`config.mk`:
```
export PLATFORM = sky130hd
export DESIGN_NAME = seq_shift_add_multiplier
export DESIGN_NICKNAME = d
export VERILOG_FILES = /design/src/rtl/seq_shift_add_multiplier.sv
export SDC_FILE = /design/constraint.sdc
export NUM_CORES = 2
export LEC_CHECK = 0
export CAP_MARGIN = 20
export CORE_ASPECT_RATIO = 0.8
export CORE_MARGIN = 4
export CORE_UTILIZATION = 59
export DETAILED_ROUTE_END_ITERATION = 12
export PLACE_DENSITY_LB_ADDON = 0.08
export SETUP_SLACK_MARGIN = 0.2
export SLEW_MARGIN = 15
export SYNTH_ARGS = -nofsm -noshare
export SYNTH_HDL_FRONTEND = slang
export SYNTH_SLANG_ARGS = --single-unit
```
`constraint.sdc`:
```
create_clock -name clk_i -period 7.5 [get_ports clk_i]
set_input_delay 1.125 -clock clk_i [delete_from_list [all_inputs] [get_ports clk_i]]
set_output_delay 1.125 -clock clk_i [all_outputs]
set_load 0.01 [all_outputs]
```
`src/rtl/seq_shift_add_multiplier.sv`:
```
// Multi-cycle shift-add multiplier producing a full 2*WIDTH-bit signed or unsigned product.
// Magnitudes are multiplied unsigned over WIDTH/STEP iterations, then the sign is applied once.
module seq_shift_add_multiplier #(
  parameter int WIDTH = 64,
  parameter int STEP  = 1
) (
  input  logic             clk_i,
  input  logic             reset_i,
  input  logic             start_i,
  input  logic             is_signed_i,
  input  logic [WIDTH-1:0] a_i,
  input  logic [WIDTH-1:0] b_i,
  output logic             busy_o,
  output logic             done_o,
  output logic [WIDTH-1:0] product_lo_o,
  output logic [WIDTH-1:0] product_hi_o
);

  localparam int K  = WIDTH / STEP;
  localparam int CW = (K > 1) ? $clog2(K) : 1;
  localparam logic [CW-1:0]      LAST_COUNT = CW'(K - 1);
  localparam logic [CW-1:0]      COUNT_ONE  = CW'(1);
  localparam logic [WIDTH-1:0]   ONE_W      = WIDTH'(1);
  localparam logic [2*WIDTH-1:0] ONE_2W     = (2*WIDTH)'(1);

  typedef enum logic [1:0] {
    IDLE,
    CALC,
    SIGN,
    DONE
  } state_t;

  state_t               state_q,  state_d;
  logic [2*WIDTH-1:0]   acc_q,    acc_d;
  logic [2*WIDTH-1:0]   mcand_q,  mcand_d;
  logic [WIDTH-1:0]     mplier_q, mplier_d;
  logic [CW-1:0]        count_q,  count_d;
  logic                 neg_q,    neg_d;
  logic [2*WIDTH-1:0]   prod_q,   prod_d;

  logic [WIDTH-1:0]     a_mag;
  logic [WIDTH-1:0]     b_mag;
  logic [2*WIDTH-1:0]   acc_sum;
  logic [2*WIDTH-1:0]   acc_signed;

  // The most-negative operand negates to itself, which read as unsigned is exactly its magnitude.
  always_comb begin
    a_mag = (is_signed_i && a_i[WIDTH-1]) ? (~a_i + ONE_W) : a_i;
    b_mag = (is_signed_i && b_i[WIDTH-1]) ? (~b_i + ONE_W) : b_i;
  end

  // The multiplicand is pre-shifted each iteration, so each retired multiplier bit adds in place.
  always_comb begin
    acc_sum = acc_q;
    for (int j = 0; j < STEP; j++) begin
      if (mplier_q[j]) begin
        acc_sum = acc_sum + (mcand_q << j);
      end
    end
    acc_signed = neg_q ? (~acc_q + ONE_2W) : acc_q;
  end

  always_comb begin
    state_d  = state_q;
    acc_d    = acc_q;
    mcand_d  = mcand_q;
    mplier_d = mplier_q;
    count_d  = count_q;
    neg_d    = neg_q;
    prod_d   = prod_q;
    case (state_q)
      IDLE, DONE: begin
        if (start_i) begin
          state_d  = CALC;
          acc_d    = '0;
          mcand_d  = {{WIDTH{1'b0}}, a_mag};
          mplier_d = b_mag;
          count_d  = '0;
          neg_d    = is_signed_i & (a_i[WIDTH-1] ^ b_i[WIDTH-1]);
        end else begin
          state_d = IDLE;
        end
      end
      CALC: begin
        acc_d    = acc_sum;
        mcand_d  = mcand_q << STEP;
        mplier_d = mplier_q >> STEP;
        count_d  = count_q + COUNT_ONE;
        if (count_q == LAST_COUNT) begin
          state_d = SIGN;
        end
      end
      SIGN: begin
        acc_d   = acc_signed;
        prod_d  = acc_signed;
        state_d = DONE;
      end
      default: state_d = IDLE;
    endcase
  end

  always_ff @(posedge clk_i) begin
    if (reset_i) begin
      state_q  <= IDLE;
      acc_q    <= '0;
      mcand_q  <= '0;
      mplier_q <= '0;
      count_q  <= '0;
      neg_q    <= 1'b0;
      prod_q   <= '0;
    end else begin
      state_q  <= state_d;
      acc_q    <= acc_d;
      mcand_q  <= mcand_d;
      mplier_q <= mplier_d;
      count_q  <= count_d;
      neg_q    <= neg_d;
      prod_q   <= prod_d;
    end
  end

  assign busy_o       = (state_q == CALC) || (state_q == SIGN);
  assign done_o       = (state_q == DONE);
  assign product_lo_o = prod_q[WIDTH-1:0];
  assign product_hi_o = prod_q[2*WIDTH-1:WIDTH];

endmodule
```
# == Word-level counts from Yosys, hierarchy flattened ==
# Cells that the tools add are included.
# totals
regBits,457
output_inout_bits,130
# op_classes
addsub,5
n_eq_ne,7
n_mux,15
bitwise,5
reduce_logical,9
# op_table
cell,count
2-to-1 mux 128 bit,4
one-hot mux 128 bit (3 select lines),1
one-hot mux 128 bit (2 select lines),1
2-to-1 mux 64 bit,3
"adder 128 x 1 -> 128 bit, second input constant",1
adder 128 bit,1
"adder 64 x 1 -> 64 bit, second input constant",2
NOT 128 bit,1
NOT 64 bit,2
one-hot mux 64 bit (2 select lines),1
one-hot mux 6 bit (2 select lines),1
"adder 6 x 1 -> 6 bit, second input constant",1
"equality test 6 bit, second input constant",1
2-to-1 mux 6 bit,1
"inequality test 2 bit, second input constant",3
one-hot mux 2 bit (3 select lines),1
AND reduction 2 bit,3
"equality test 2 bit, second input constant",2
"equality test 2 x 1 -> 1 bit, second input constant",1
logical AND 1 bit,2
logical NOT 2 bit,1
2-to-1 mux 2 bit,1
nonzero test 2 bit,1
OR reduction 2 bit,1
other kinds (4),4

# == Depth between registers and ports, before layout ==
# depth
depth_word,5
ltp_mapped,14

# == Worst setup path before layout ==
# Ideal clock, no wire load.
# synth_path
path_kind,input -> register
start,input port b_i[22]
end,register mplier_q[55]
setup_ns,0.132
arrival_ns,4.003
slack_ns,3.364
path_stages,12
cell_sequence,or4_1 -> or3_1 -> or2_2 -> clkbuf_1 -> or3_1 -> nor3_1 -> nand3_1 -> o41ai_1 -> xor2_1 -> nand2_1 -> o211ai_1 -> a21oi_1
# synth_via
elab_chain_len,5
# synth_lines
item,line_no,source
from (decl),12,"input logic [WIDTH-1:0] b_i,"
NOT 64 bit,49,b_mag = (is_signed_i && b_i[WIDTH-1]) ? (~b_i + ONE_W) : b_i;
adder 64 x 1 -> 64 bit,49,
2-to-1 mux 64 bit,49,
2-to-1 mux 64 bit,73,if (start_i) begin
one-hot mux 64 bit (2 select lines),71,case (state_q)
to (signal assigned),115,mplier_q <= mplier_d;
to (decl),36,"logic [WIDTH-1:0] mplier_q, mplier_d;"
# No other way between the ends. The select of a mux whose other input is x is not followed.
# A chain may end at the register's enable or synchronous reset.

# == Final worst setup path ==
# layout_path
start,register acc_q[0]
end,register acc_q[122]
# layout_via
elab_chain_len,4
# layout_lines
item,line_no,source
from (decl),34,"logic [2*WIDTH-1:0] acc_q, acc_d;"
from (signal assigned),105,acc_q <= '0;
from (signal assigned),113,acc_q <= acc_d;
NOT 128 bit,60,acc_signed = neg_q ? (~acc_q + ONE_2W) : acc_q;
adder 128 x 1 -> 128 bit,60,
2-to-1 mux 128 bit,60,
one-hot mux 128 bit (3 select lines) (*),71,
# Every way passes the cells marked *; elsewhere a longest branch is shown, timed or not. The select of a mux whose other input is x is not followed.

==> Flow_metrics.wiki <==
{| class="wikitable"
! Metric !! Value
|-
| Outcome || complete, no violations
|-
| Count of state elements after synthesis || 457
|-
| Post-synth top cells || nand2_1 (636), a21oi_1 (472), nor2_1 (471)
|-
| Worst Path Required || 8.05 ns
|-
| CP delay by family, top || compound AO/OA/AOI/OAI gates
|-
| Gr usage total || 37.0%
|-
| Final hold violations || 0
|-
| Clock sink count || 457
|-
| Critical path cell sequence || ha_1 > inv_1 > fa_1 > nand2b_1 > a21oi_1 > o211ai_1 > a211oi_1 > o21ai_0 > and2_1 > o31a_1 > o31ai_1 > a31oi_1 > a2111o_1 > nand2_1
|-
| Critical path launch point type || register
|-
| Post-CTS Hold Fix Bufs || 0
|-
| Gpl congestion || 1.07
|-
| Via-to-Cell Ratio || 6.51
|-
| Cell with the most instances after synthesis || nand2_1
|-
| Starting Density || 59.8%
|-
| Critical path arrival || 5.35 ns
|-
| Worst r2r dst || acc_q[122]$_SDFFE_PP0P_
|-
| Least-Margin Pin Slew || 1.19 ns
|-
| Site row count || 76
|-
| Vias after detailed routing || 34022
|-
| Number of violations reported at the end of detailed-routing iteration 0 || 4397
|-
| Max Slew Vio Count || 0
|-
| Async set-or-reset flop fraction in the synthesized netlist || 0%
|-
| Half-perimeter wire length after detailed placement || 84400 microns
|-
| Post-route ant nets || 0
|-
| Path type of the worst min-delay path || register to register
|-
| Timing endpoint of the critical path || acc_q[122]$_SDFFE_PP0P_
|-
| Biggest area consumer among synthesized cells || dfxtp_1
|-
| Post-cts sizing count || 0
|-
| Synthesized area divided by synthesized cell count || 7.26 sq um
|-
| Syn_nets || 4705
|-
| Pin count of the biggest net entering global routing || 199
|-
| Detailed route wirelength on metal3 || 15700 microns
|-
| Power density relative to cell area || 289 nW/um^2
|-
| Average routed wire per standard cell || 21.8 microns
|-
| Post-synth top flop || dfxtp_1
|-
| Placed Cells incl. Taps || 5127
|-
| Bufs and invs on worst path || 1
|-
| Highest attainable clock frequency || 208 MHz
|-
| Overall routed net length || 114000 microns
|-
| Area of the core || 53900 sq um
|-
| Number of endpoints failing setup at the final stage || 0
|-
| Antenna violations before repair || 12
|-
| Sequential-to-total area share from yosys stat || 28.4%
|-
| Overflow after GRT || 0
|-
| Area occupied by registers || 9150 sq um
|-
| Via count of the first global-routing pass || 30033
|-
| First-pass GRT wire length || 175000 microns
|-
| Highest metal used || met5
|-
| Router iterations before antenna repair || 6
|-
| Kind of end point of the critical path || register
|-
| Beginning of the worst register-to-register path || acc_q[0]$_SDFFE_PP0P_
|-
| Number of synthesis warnings || 0
|-
| Count of input and output buffers || 261
|-
| Number of enable flip-flop cells after synthesis || 0
|-
| Clock skew || 0.0195 ns
|-
| Leakage power || 0.0134 uW
|-
| Post-CTS setup repair buffer count || 0
|-
| Setup TNS || 0 ns
|-
| Post-Layout Cell Count || 5227
|-
| Die outline width || 269 microns
|-
| Largest fanout on the critical path || 6
|-
| Setup slack of the most critical reg-to-reg path || 2.70 ns
|-
| Insertion delay to the later sink of the worst-skew pair || 0.61 ns
|-
| Clock root buffer master || clkbuf_16
|-
| Total power || 10600 uW
|-
| Buffer depth of the longest clock path || 3
|-
| Synthesis-to-finish area growth || 13.5%
|-
| Mapped Cells || 4438
|-
| Post-detailed-route DRC marker count || 0
|-
| Chip Height || 217 microns
|-
| # IOs || 262
|-
| Met2 Routed Length || 45300 microns
|-
| Unrepaired setup endpoints after global routing || false
|-
| Critical Path Start || acc_q[0]$_SDFFE_PP0P_
|-
| Relative max-transition margin || 20.5%
|-
| Top cell type's share of synthesized area || 28.4%
|-
| Depth of the most critical reg-to-reg path || 14
|-
| Total area of multi-input combinational cells || 21800 sq um
|-
| Max-capacitance violation count || 0
|-
| CTS tree || yes
|-
| Longest individual stage delay on the worst path || 0.69 ns
|-
| Largest cells by area after synthesis || dfxtp_1 (28%), nand2_1 (7.4%), a21oi_1 (7.3%)
|-
| Synthesized cell area || 32200 sq um
|-
| Ratio of final minimum period to clock period || 64.0%
|-
| Clock H-tree levels || 2
|-
| Critical path's slowest cell || o31ai_1
|-
| Levels on crit path || 14
|-
| Total Die Area || 58500 sq um
|-
| Cts bufs inserted || 47
|-
| Min cycle time layout || 4.80 ns
|-
| Final net count || 4743
|-
| Clock-pin slew on the worst setup and hold paths || 0.07 ns
|-
| Share of final-layout standard cells stronger than drive strength 1 || 3.70%
|-
| Kind of critical path || register to register
|-
| Number of different library cells in the post-synthesis netlist || 85
|-
| Count of fill cells added during filler insertion || 4792
|-
| M1 wire length || 50100 microns
|-
| Max IR drop VDD || 0.410 mV
|}
## kinds of logic after synthesis
| group | share of synthesized area [%] |
|---|---|
| AO/OA/AOI/OAI | 28.3 |
| XOR/XNOR | 9.65 |
| adder cells (fa/ha/maj) | 5.26 |
| buffers and inverters | 4.34 |
| flip-flops | 28.4 |
| multiplexers | 1.03 |
| AND/OR/NAND/NOR | 23.1 |
## worst min-delay path, stage by stage, from the launching register on
cell and delay [ns]:
dfxtp_1 0.30, nand2_1 0.05, a21oi_1 0.05
## cell type report
cell class	instances	share of cell area, %
multi-input cells	3611	59.5
flip-flops and latches	457	25.0
repair buffers	294	8.00
clock buffers	70	3.89
well taps	702	2.40
inverters	65	0.670
clock inverters	14	0.404
diodes	14	0.0958
## through the flow
stage          setup WS (ns)  cell area (sq um)  hold WS [ns]  util (%)
2_1_floorplan           3.36              32200         0.427         -
4_1_cts                 2.81              36500         0.452      67.7
3_3_place_gp            2.34              34900         0.437      64.8
3_5_place_dp            2.22              34900         0.444      64.8
5_1_grt                 2.33              36600         0.466      67.8
6_report                2.70              36600         0.449      67.9
## sequential cells by signal, summed over array words and instances (netlist names)
signal    flops
acc_q       128
count_q       6
mcand_q     128
mplier_q     64
neg_q         1
prod_q      128
state_q       2
## worst min-delay path by stage
| stage | start | to | slack [ns] | cells past startpoint |
|---|---|---|---|---|
| 2_1_floorplan | mplier_q[50]$_SDFFE_PP0P_ | mplier_q[50]$_SDFFE_PP0P_ | 0.43 | 2 |
| 3_3_place_gp | mplier_q[50]$_SDFFE_PP0P_ | mplier_q[50]$_SDFFE_PP0P_ | 0.44 | 2 |
| 3_5_place_dp | mplier_q[11]$_SDFFE_PP0P_ | mplier_q[11]$_SDFFE_PP0P_ | 0.44 | 2 |
| 4_1_cts | mplier_q[9]$_SDFFE_PP0P_ | mplier_q[9]$_SDFFE_PP0P_ | 0.45 | 2 |
| 5_1_grt | mplier_q[34]$_SDFFE_PP0P_ | mplier_q[34]$_SDFFE_PP0P_ | 0.47 | 2 |
| 6_report | mplier_q[40]$_SDFFE_PP0P_ | mplier_q[40]$_SDFFE_PP0P_ | 0.45 | 2 |
## cell usage in the layout (no fill, tap or decap), types with 18 or more instances in the layout
cell type	n
nand2_1	633
a21oi_1	472
nor2_1	468
dfxtp_1	456
o21ai_0	316
clkdlybuf4s50_1	260
xnor2_1	194
xor2_1	161
ha_1	132
nor3_1	124
a211oi_1	95
a22oi_1	95
nand4_1	90
a21o_1	73
inv_1	62
nand3_1	62
nand2b_1	61
o31ai_1	59
clkbuf_16	48
o21bai_1	46
o211ai_1	40
or3_1	39
nor4_1	35
o41ai_1	35
mux2i_1	31
or4_1	29
buf_4	28
a31oi_1	25
a221oi_1	25
o221ai_1	22
o21a_1	21
and3_1	19
or2_2	18
## routing by layer
layer	up-vias	global-route usage, %
met5	-	0
met4	4	10.7
met3	193	10.3
met2	1898	52.3
met1	15790	54.8
li1	16137	-
## where the power goes
part | leakage (uW) | switching [uW] | internal (uW)
sequential | 0.00371 | 395 | 2870
clock | 0.000774 | 1040 | 1380
combinational | 0.00887 | 3370 | 1530
total | 0.0134 | 4810 | 5780
No activity file was read; power rests on OpenSTA's default activity.
